**src/rtl/apb_pkg.sv**
```systemverilog
// ---------------------------------------------------------------------------
// apb_pkg
// Shared definitions for the APB requester and the APB slave blocks:
//   - apb_state_e : bus-sequencing FSM state encoding
//   - APB_ADDR_WIDTH / APB_DATA_WIDTH : default bus widths
//   - timer_width() : width of a wait counter able to hold 0..cycles
// ---------------------------------------------------------------------------
package apb_pkg;

    localparam int APB_ADDR_WIDTH = 32;
    localparam int APB_DATA_WIDTH = 32;

    typedef enum logic [1:0] {
        IDLE   = 2'b00,
        SETUP  = 2'b01,
        ACCESS = 2'b10,
        RESP   = 2'b11
    } apb_state_e;

    // A zero-cycle timeout still needs a one-bit counter to keep widths legal.
    function automatic int timer_width(input int cycles);
        if (cycles > 0) begin
            return $clog2(cycles + 1);
        end else begin
            return 1;
        end
    endfunction

endpackage : apb_pkg

```
**src/rtl/apb_wait_timer.sv**
```systemverilog
// ---------------------------------------------------------------------------
// apb_wait_timer
// Counts ACCESS cycles spent waiting for pready and flags the last allowed one.
// Ports:
//   clk       in  clock
//   rst       in  asynchronous active-high reset
//   clear_i   in  return the count to zero (has priority over enable_i)
//   enable_i  in  advance the count by one
//   expired_o out count has reached TIMEOUT_CYCLES-1 (never set when 0)
// ---------------------------------------------------------------------------
module apb_wait_timer
    import apb_pkg::*;
#(
    parameter int TIMEOUT_CYCLES = 16
) (
    input  logic clk,
    input  logic rst,
    input  logic clear_i,
    input  logic enable_i,
    output logic expired_o
);

    localparam int TW = timer_width(TIMEOUT_CYCLES);

    logic [TW-1:0] count_q;
    logic [TW-1:0] count_d;

    // Next count: clear wins, otherwise step when enabled.
    always_comb begin
        count_d = count_q;
        if (clear_i) begin
            count_d = {TW{1'b0}};
        end else if (enable_i) begin
            count_d = count_q + TW'(1'b1);
        end else begin
            count_d = count_q;
        end
    end

    // Count register.
    always_ff @(posedge clk or posedge rst) begin
        if (rst) begin
            count_q <= {TW{1'b0}};
        end else begin
            count_q <= count_d;
        end
    end

    generate
        if (TIMEOUT_CYCLES > 0) begin : g_timeout
            // The caller aborts in the same cycle, so matching T-1 gives exactly T waits.
            assign expired_o = (count_q == TW'(TIMEOUT_CYCLES - 1));
        end else begin : g_no_timeout
            assign expired_o = 1'b0;
        end
    endgenerate

endmodule : apb_wait_timer

```
**src/rtl/apb_master.sv**
```systemverilog
// ---------------------------------------------------------------------------
// apb_master
// APB requester: takes one command at a time from a valid/ready port, runs the
// SETUP -> ACCESS sequence towards one of NUM_SLAVES slaves, waits for pready
// (bounded by TIMEOUT_CYCLES) and returns data/error on a valid/ready port.
// Ports:
//   clk, rst                      clock, asynchronous active-high reset
//   cmd_valid/cmd_ready           command handshake
//   cmd_write/cmd_sel/cmd_addr/cmd_wdata  command payload
//   psel/penable/pwrite/paddr/pwdata      APB request signals (registered)
//   pready/prdata                 APB completion from the selected slave
//   rsp_valid/rsp_ready           response handshake
//   rsp_rdata/rsp_err             response payload (rdata 0 on writes/errors)
// ---------------------------------------------------------------------------
module apb_master
    import apb_pkg::*;
#(
    parameter int ADDR_WIDTH     = APB_ADDR_WIDTH,
    parameter int DATA_WIDTH     = APB_DATA_WIDTH,
    parameter int NUM_SLAVES     = 2,
    parameter int SEL_WIDTH      = 2,
    parameter int TIMEOUT_CYCLES = 16
) (
    input  logic                  clk,
    input  logic                  rst,
    input  logic                  cmd_valid,
    output logic                  cmd_ready,
    input  logic                  cmd_write,
    input  logic [SEL_WIDTH-1:0]  cmd_sel,
    input  logic [ADDR_WIDTH-1:0] cmd_addr,
    input  logic [DATA_WIDTH-1:0] cmd_wdata,
    output logic [NUM_SLAVES-1:0] psel,
    output logic                  penable,
    output logic                  pwrite,
    output logic [ADDR_WIDTH-1:0] paddr,
    output logic [DATA_WIDTH-1:0] pwdata,
    input  logic                  pready,
    input  logic [DATA_WIDTH-1:0] prdata,
    output logic                  rsp_valid,
    input  logic                  rsp_ready,
    output logic [DATA_WIDTH-1:0] rsp_rdata,
    output logic                  rsp_err
);

    // One extra bit so NUM_SLAVES == 2**SEL_WIDTH is representable.
    localparam logic [SEL_WIDTH:0] NUM_SLAVES_W = (SEL_WIDTH + 1)'(NUM_SLAVES);

    apb_state_e            state_q,     state_d;
    logic                  cmd_ready_q, cmd_ready_d;
    logic [NUM_SLAVES-1:0] psel_q,      psel_d;
    logic                  penable_q,   penable_d;
    logic                  pwrite_q,    pwrite_d;
    logic [ADDR_WIDTH-1:0] paddr_q,     paddr_d;
    logic [DATA_WIDTH-1:0] pwdata_q,    pwdata_d;
    logic                  rsp_valid_q, rsp_valid_d;
    logic [DATA_WIDTH-1:0] rsp_rdata_q, rsp_rdata_d;
    logic                  rsp_err_q,   rsp_err_d;

    logic                  sel_valid_s;
    logic [NUM_SLAVES-1:0] sel_onehot_s;
    logic                  timer_clear_s;
    logic                  timer_enable_s;
    logic                  timer_expired_s;

    assign sel_valid_s = ({1'b0, cmd_sel} < NUM_SLAVES_W);

    // Decode the command's slave index into a one-hot select vector.
    always_comb begin
        sel_onehot_s = {NUM_SLAVES{1'b0}};
        for (int i = 0; i < NUM_SLAVES; i++) begin
            if (cmd_sel == SEL_WIDTH'(i)) begin
                sel_onehot_s[i] = 1'b1;
            end else begin
                sel_onehot_s[i] = 1'b0;
            end
        end
    end

    // The timer only runs while ACCESS waits; any other cycle clears it.
    assign timer_clear_s  = (state_q != ACCESS) || pready;
    assign timer_enable_s = (state_q == ACCESS) && !pready;

    apb_wait_timer #(
        .TIMEOUT_CYCLES (TIMEOUT_CYCLES)
    ) u_wait_timer (
        .clk       (clk),
        .rst       (rst),
        .clear_i   (timer_clear_s),
        .enable_i  (timer_enable_s),
        .expired_o (timer_expired_s)
    );

    // FSM next state and next values of every registered output.
    always_comb begin
        state_d     = state_q;
        cmd_ready_d = cmd_ready_q;
        psel_d      = psel_q;
        penable_d   = penable_q;
        pwrite_d    = pwrite_q;
        paddr_d     = paddr_q;
        pwdata_d    = pwdata_q;
        rsp_valid_d = rsp_valid_q;
        rsp_rdata_d = rsp_rdata_q;
        rsp_err_d   = rsp_err_q;

        case (state_q)
            IDLE: begin
                cmd_ready_d = 1'b1;
                if (cmd_valid && cmd_ready_q) begin
                    paddr_d     = cmd_addr;
                    pwdata_d    = cmd_wdata;
                    pwrite_d    = cmd_write;
                    cmd_ready_d = 1'b0;
                    if (sel_valid_s) begin
                        psel_d  = sel_onehot_s;
                        state_d = SETUP;
                    end else begin
                        // Unmapped slave: answer with an error, never touch the bus.
                        rsp_valid_d = 1'b1;
                        rsp_err_d   = 1'b1;
                        rsp_rdata_d = {DATA_WIDTH{1'b0}};
                        state_d     = RESP;
                    end
                end else begin
                    state_d = IDLE;
                end
            end

            SETUP: begin
                penable_d = 1'b1;
                state_d   = ACCESS;
            end

            ACCESS: begin
                if (pready) begin
                    // Completion takes priority over a coincident timeout.
                    psel_d      = {NUM_SLAVES{1'b0}};
                    penable_d   = 1'b0;
                    rsp_rdata_d = pwrite_q ? {DATA_WIDTH{1'b0}} : prdata;
                    rsp_err_d   = 1'b0;
                    rsp_valid_d = 1'b1;
                    state_d     = RESP;
                end else if (timer_expired_s) begin
                    psel_d      = {NUM_SLAVES{1'b0}};
                    penable_d   = 1'b0;
                    rsp_rdata_d = {DATA_WIDTH{1'b0}};
                    rsp_err_d   = 1'b1;
                    rsp_valid_d = 1'b1;
                    state_d     = RESP;
                end else begin
                    state_d = ACCESS;
                end
            end

            RESP: begin
                if (rsp_valid_q && rsp_ready) begin
                    rsp_valid_d = 1'b0;
                    rsp_err_d   = 1'b0;
                    cmd_ready_d = 1'b1;
                    state_d     = IDLE;
                end else begin
                    state_d = RESP;
                end
            end

            default: begin
                // Unreachable encoding: fall back to a clean idle bus.
                state_d     = IDLE;
                cmd_ready_d = 1'b1;
                psel_d      = {NUM_SLAVES{1'b0}};
                penable_d   = 1'b0;
                rsp_valid_d = 1'b0;
                rsp_err_d   = 1'b0;
            end
        endcase
    end

    // State and output registers.
    always_ff @(posedge clk or posedge rst) begin
        if (rst) begin
            state_q     <= IDLE;
            cmd_ready_q <= 1'b1;
            psel_q      <= {NUM_SLAVES{1'b0}};
            penable_q   <= 1'b0;
            pwrite_q    <= 1'b0;
            paddr_q     <= {ADDR_WIDTH{1'b0}};
            pwdata_q    <= {DATA_WIDTH{1'b0}};
            rsp_valid_q <= 1'b0;
            rsp_rdata_q <= {DATA_WIDTH{1'b0}};
            rsp_err_q   <= 1'b0;
        end else begin
            state_q     <= state_d;
            cmd_ready_q <= cmd_ready_d;
            psel_q      <= psel_d;
            penable_q   <= penable_d;
            pwrite_q    <= pwrite_d;
            paddr_q     <= paddr_d;
            pwdata_q    <= pwdata_d;
            rsp_valid_q <= rsp_valid_d;
            rsp_rdata_q <= rsp_rdata_d;
            rsp_err_q   <= rsp_err_d;
        end
    end

    assign cmd_ready = cmd_ready_q;
    assign psel      = psel_q;
    assign penable   = penable_q;
    assign pwrite    = pwrite_q;
    assign paddr     = paddr_q;
    assign pwdata    = pwdata_q;
    assign rsp_valid = rsp_valid_q;
    assign rsp_rdata = rsp_rdata_q;
    assign rsp_err   = rsp_err_q;

endmodule : apb_master

```
**config.mk**
```make
export PLATFORM = sky130hd
export DESIGN_NAME = apb_master
export DESIGN_NICKNAME = d
export VERILOG_FILES = /design/src/rtl/apb_pkg.sv /design/src/rtl/apb_wait_timer.sv /design/src/rtl/apb_master.sv
export SDC_FILE = /design/constraint.sdc
export NUM_CORES = 1
export LEC_CHECK = 0
export CAP_MARGIN = 20
export CORE_MARGIN = 5
export CORE_UTILIZATION = 28
export CTS_CLUSTER_SIZE = 14
export DETAILED_ROUTE_END_ITERATION = 10
export PLACE_DENSITY_LB_ADDON = 0.12
export SLEW_MARGIN = 5
export SYNTH_ARGS = -nofsm -noshare
export SYNTH_HDL_FRONTEND = slang
export SYNTH_SLANG_ARGS = --single-unit
```
**constraint.sdc**
```tcl
create_clock -name clk -period 4.65 [get_ports clk]
set_input_delay 0.93 -clock clk [delete_from_list [all_inputs] [get_ports clk]]
set_output_delay 0.93 -clock clk [all_outputs]
set_load 0.01 [all_outputs]
```
Word level (Yosys, flattened, before mapping)
Cells that the tools add are included.
{"block": "op_classes", "muxes": 35, "n_eq_ne": 11, "n_reduce_logical": 18, "n_lt_le_gt_ge": 1, "addsub": 1}
{"cell": "$mux W32", "n": 5}
{"cell": "$pmux W32 S2", "n": 1}
{"cell": "$mux W1", "n": 14}
{"cell": "$mux W2", "n": 7}
{"cell": "$mux W5", "n": 2}
{"cell": "$ne A2 B2 Y1 const B", "n": 5}
{"cell": "$pmux W2 S4", "n": 1}
{"cell": "$reduce_and A4 Y1", "n": 2}
{"cell": "$reduce_bool A2 Y1", "n": 4}
{"cell": "$pmux W1 S3", "n": 2}
{"cell": "$reduce_and A2 Y1", "n": 3}
{"cell": "$add A5 B1 Y5 const B", "n": 1}
{"cell": "$eq A5 B4 Y1 const B", "n": 1}
{"cell": "$reduce_and A5 Y1", "n": 1}
{"cell": "$eq A2 B1 Y1 const B", "n": 2}
{"cell": "$eq A2 B2 Y1 const B", "n": 2}
{"cell": "$logic_not A2 Y1", "n": 2}
{"cell": "$pmux W1 S2", "n": 2}
{"cell": "$pmux W2 S2", "n": 1}
{"cell": "$logic_and A1 B1 Y1", "n": 3}
{"cell": "$ne A3 B3 Y1 const B", "n": 1}
{"cell": "$reduce_bool A3 Y1", "n": 1}
{"cell": "$lt A2 B2 Y1 const B", "n": 1}
{"cell": "$logic_not A1 Y1", "n": 1}
{"cell": "$logic_or A1 B1 Y1", "n": 1}
{"block": "totals", "register_bits": 110, "word_cells": 77, "in_bits": 104}

Depth between registers and ports, before layout
{"block": "depth", "word_depth": 5, "depth_mapped": 7, "mapped_depth_nobuf": 6}

Cells and area by module
Synthesis repeated with hierarchy kept, for this count alone.
{"block": "unflattened", "hier_cells": 283, "hier_area_um2": 4339.2}
{"mod": "apb_master", "cells_each": 259, "instances": 1, "area_per_inst_um2": 4056.4, "seq_area_each_um2": 2628.8}
{"mod": "apb_wait_timer", "cells_each": 24, "instances": 1, "area_per_inst_um2": 282.8, "seq_area_each_um2": 125.1}

Worst setup path before layout
No wires, ideal clock.
{"block": "synth_path", "path_type": "input to register", "from": "in cmd_valid", "to": "reg paddr_q[12], in the netlist paddr[12]", "required_time_ns": 4.525, "t_arrival_ns": 1.740, "slack_ns": 2.785, "cell_stages": 5, "setup_time_ns": 0.125, "n_path_buf": 3, "path_cell_list": "nand4bb_1 buf_2 buf_6 buf_6 mux2_4"}
{"block": "synth_via", "elab_chain_len": 2}
{"element": "start: declaration", "line_no": "apb_master.sv:26", "source": "input logic cmd_valid,"}
{"element": "$logic_and A1 B1 Y1", "line_no": "apb_master.sv:109", "source": "if (cmd_valid && cmd_ready_q) begin"}
{"element": "$reduce_and A2 Y1 (no source line)"}
{"element": "end signal: assignment", "line_no": "apb_master.sv:186", "source": "paddr_q <= {ADDR_WIDTH{1'b0}};"}
{"element": "end signal: assignment", "line_no": "apb_master.sv:197", "source": "paddr_q <= paddr_d;"}
{"element": "end: declaration", "line_no": "apb_master.sv:53", "source": "logic [ADDR_WIDTH-1:0] paddr_q, paddr_d;"}
Every way passes these cells.
A chain may end at the register's enable or synchronous reset.

Worst setup path in the final report
{"block": "layout_path", "from": "in cmd_valid", "to": "reg paddr_q[9], in the netlist paddr[9]"}
Same word-level chain as after synthesis.

==> flow_summary.toml <==
[power_and_ir_drop]
power_leakage_nw = 3.033
vdd_ir_drop_max_mv = 0.4599
pwr_density_cell_mw_per_mm2 = 641.5

[yosys]
synth_mux_area_share_pct = 19.47
syn_area_per_cell_sq_um = 16.05
synth_ff_type = "dfrtp_1"
synth_edf_count = 0
async_reset_ff_share_pct = 100.0
netlist_instances = 271
synth_compound_area_share_pct = 9.376
synth_top_family_by_area = "multiplexers"
yosys.area_share.adder_pct = 0.5752
ys_seq_elements = 110
netlist_area_sq_mm = 0.004350
yosysSeqAreaShare_pct = 63.30
yosys.area_share.simple_pct = 3.077
synth_xor_area_share_pct = 0.4026
synth_nets = 377
yosys_warnings = 0
ys_types = 35

[global_routing]
grtUsageTotal_pct = 12.84
grt_pass1_wl_um = 18150
antenna_found_initial = 1
grt_pass1_vias = 3271
gr-total-overflow = 0
grt_start_max_net_pins = 77

[cts]
cts-root-buf = "clkbuf_16"
cts_made_buffers = 9
h-tree-depth = 3
cts_max_path_buffers = 2
cts_hold_buf = 0
cts_resized = 0
post-cts-setup-buffers = 0
clock-sinks = 110
clkTransAtPathRegs_ns = 0.07
clock_latency_ns = 0.35
cts_tree = "done"

[final_layout]
final_util_pct = 45.48
nets = 584
fin_area_sq_mm = 0.006914
synthToLayoutAreaGrowth_pct = 58.93
fin_cells = 672
fillers = 1388
drive_gt1_share_pct = 19.46

[worst_setup_path]
critPathBufInv = 2
crit_path_end_kind = "flop"
r2r-start = "u_wait_timer.count_q[0]"
startpoint_type = "input pin"
ff2ff_path_depth = 6
timing.rr.end = "rsp_rdata[28]"
r2r_setup_slack_ns = 2.58
path_max_fanout = 25
crit_arrival_ns = 2.72
critical_path.top_delay_family = "buffers and inverters"
cp_slowest_cell = "clkdlybuf4s50_1"
crit_type = "in -> reg"
crit_required_ns = 4.88
path_cells = "clkdlybuf4s50_1 -> nand4bb_4 -> buf_4 -> mux2_4"
max_stage_delay_ns = 0.55

[detailed_routing]
wl_per_cell_um = 17.09
vias = 2978
finalWirelength_um = 11480
ant_nets = 0
drtPass1Iterations = 4
drtIter0Drc = 138
vias_per_cell = 4.432
drc = 0

[worst_hold_path]
hp-class = "reg -> reg"
hold_depth = 1
min-delay-start = "u_wait_timer.count_q[0]"
hold_end = "u_wait_timer.count_q[0]"

[timing]
skew_ns = 0.008054
grt_setup_unrepaired = "false"
finalSetupViolCount = 0
drv_slew = 0
min_period_over_period_pct = 53.48
min_period_ns = 2.487
tightest_slew_ns = 0.6295
whs_ns = 0.4570
fmax_mhz = 402.1
finalSetupTns_ns = 0
max_slew_margin_pct = 57.99
finalHoldViolations = 0

[place]
port-buffer-count = 206
dpl_cell_area_sq_mm = 0.006581
dp.cells = 654
dp_hpwl_um = 8371
place.gp.congestion = 0.7343

[run_status]
status = "finished clean"

[die]
coreArea_sq_mm = 0.01520
start_util_pct = 28.62
die_y_um = 134.7
num_io_pins = 207
rows = 45
fp.dieW_um = 134.7
die_area_sq_mm = 0.01813

[job]
cap_violations = 0
## layer usage
metal	part of all wire (%)	GRT usage, %	routed length, um	vias to the layer above
li1	-	-	-	1396
met1	40	14.95	4627	1464
met2	50	21.12	5701	109
met3	8.7	5.365	995	9
met4	1.4	4.864	158	0
met5	0	0	0	-
## state kept, by name, summed over array words and instances (netlist names)
signal	flops
paddr	32
pwdata	32
rsp_rdata	32
u_wait_timer.count_q	5
psel	2
state_q	2
cmd_ready	1
penable	1
pwrite	1
rsp_err	1
rsp_valid	1
## cell usage after synthesis, drive strengths merged, types with 2 or more instances
cell type  number  area (sq um)
a21oi           2         10.01
a22o           32         280.3
and3            2         12.51
buf            16         142.6
dfrtp         109          2728
ha              2         25.02
inv             6         22.52
mux2           65         837.1
nand2           2         7.510
nand2b          2         12.51
nor2            7         26.28
nor3            2         10.01
o211ai          2         15.01
o21ai           3         15.01
o311ai          2         17.52
## cell type report
class	instances	area [sq um]	share of cell area, %
multi-input combinational	139	1448	20.94
timing repair buffer	212	2140	30.94
clock inverter	6	71.32	1.031
sequential	110	2754	39.83
tap	188	235.2	3.402
antenna	1	2.502	0.03619
inverter	6	25.02	0.3619
clock buffer	10	239.0	3.456
## logic make-up after synthesis
| logic type | Yosys count |
|---|---|
| muxes | 66 |
| xor gates and xnor gates | 2 |
| AOI/OAI and AO/OA | 47 |
| DFF | 110 |
| buffers and inverters | 22 |
| and+or+nand+nor | 22 |
| adders and majority gates | 2 |
## stage by stage
stage	setup slack (ns)	power [W]
finish	2.163	0.004435
CTS	2.134	0.004524
global route	2.079	0.004714
global placement	1.781	0.003648
detailed placement	1.752	0.003689
floorplan	0.8194	0.002584
## worst max-delay path by stage
stage	start	endpoint	slack [ns]	depth (start not counted)
floorplan	rst	paddr[0]	0.82	1
global route	cmd_valid	paddr[22]	2.08	4
detailed placement	cmd_valid	paddr[24]	1.75	4
finish	cmd_valid	paddr[9]	2.16	4
global placement	cmd_valid	paddr[4]	1.78	4
CTS	cmd_valid	paddr[24]	2.13	4
## report_power, final
group	leakage [nW]	switching, W	internal, W
Combinational	1.52	0.000710	0.00128
Clock	0.145	0.000356	0.000435
Sequential	1.37	0.000256	0.00140
## layout by cell type (no fill, tap or decap), types with 2 or more instances in the layout
| master | instances |
|---|---|
| dfrtp_1 | 109 |
| a22o_1 | 32 |
| and3_1 | 2 |
| clkinv_4 | 3 |
| mux2_4 | 28 |
| a21oi_1 | 2 |
| clkdlybuf4s50_1 | 206 |
| nor2_1 | 7 |
| buf_4 | 4 |
| inv_1 | 5 |
| clkbuf_16 | 9 |
| o21ai_0 | 3 |
| clkinvlp_4 | 2 |
| o211ai_1 | 2 |
| ha_1 | 2 |
| nand2b_1 | 2 |
| mux2_2 | 37 |
| nor3_1 | 2 |
| nand2_1 | 2 |
Note: power is estimated with default switching activity, not from simulation.
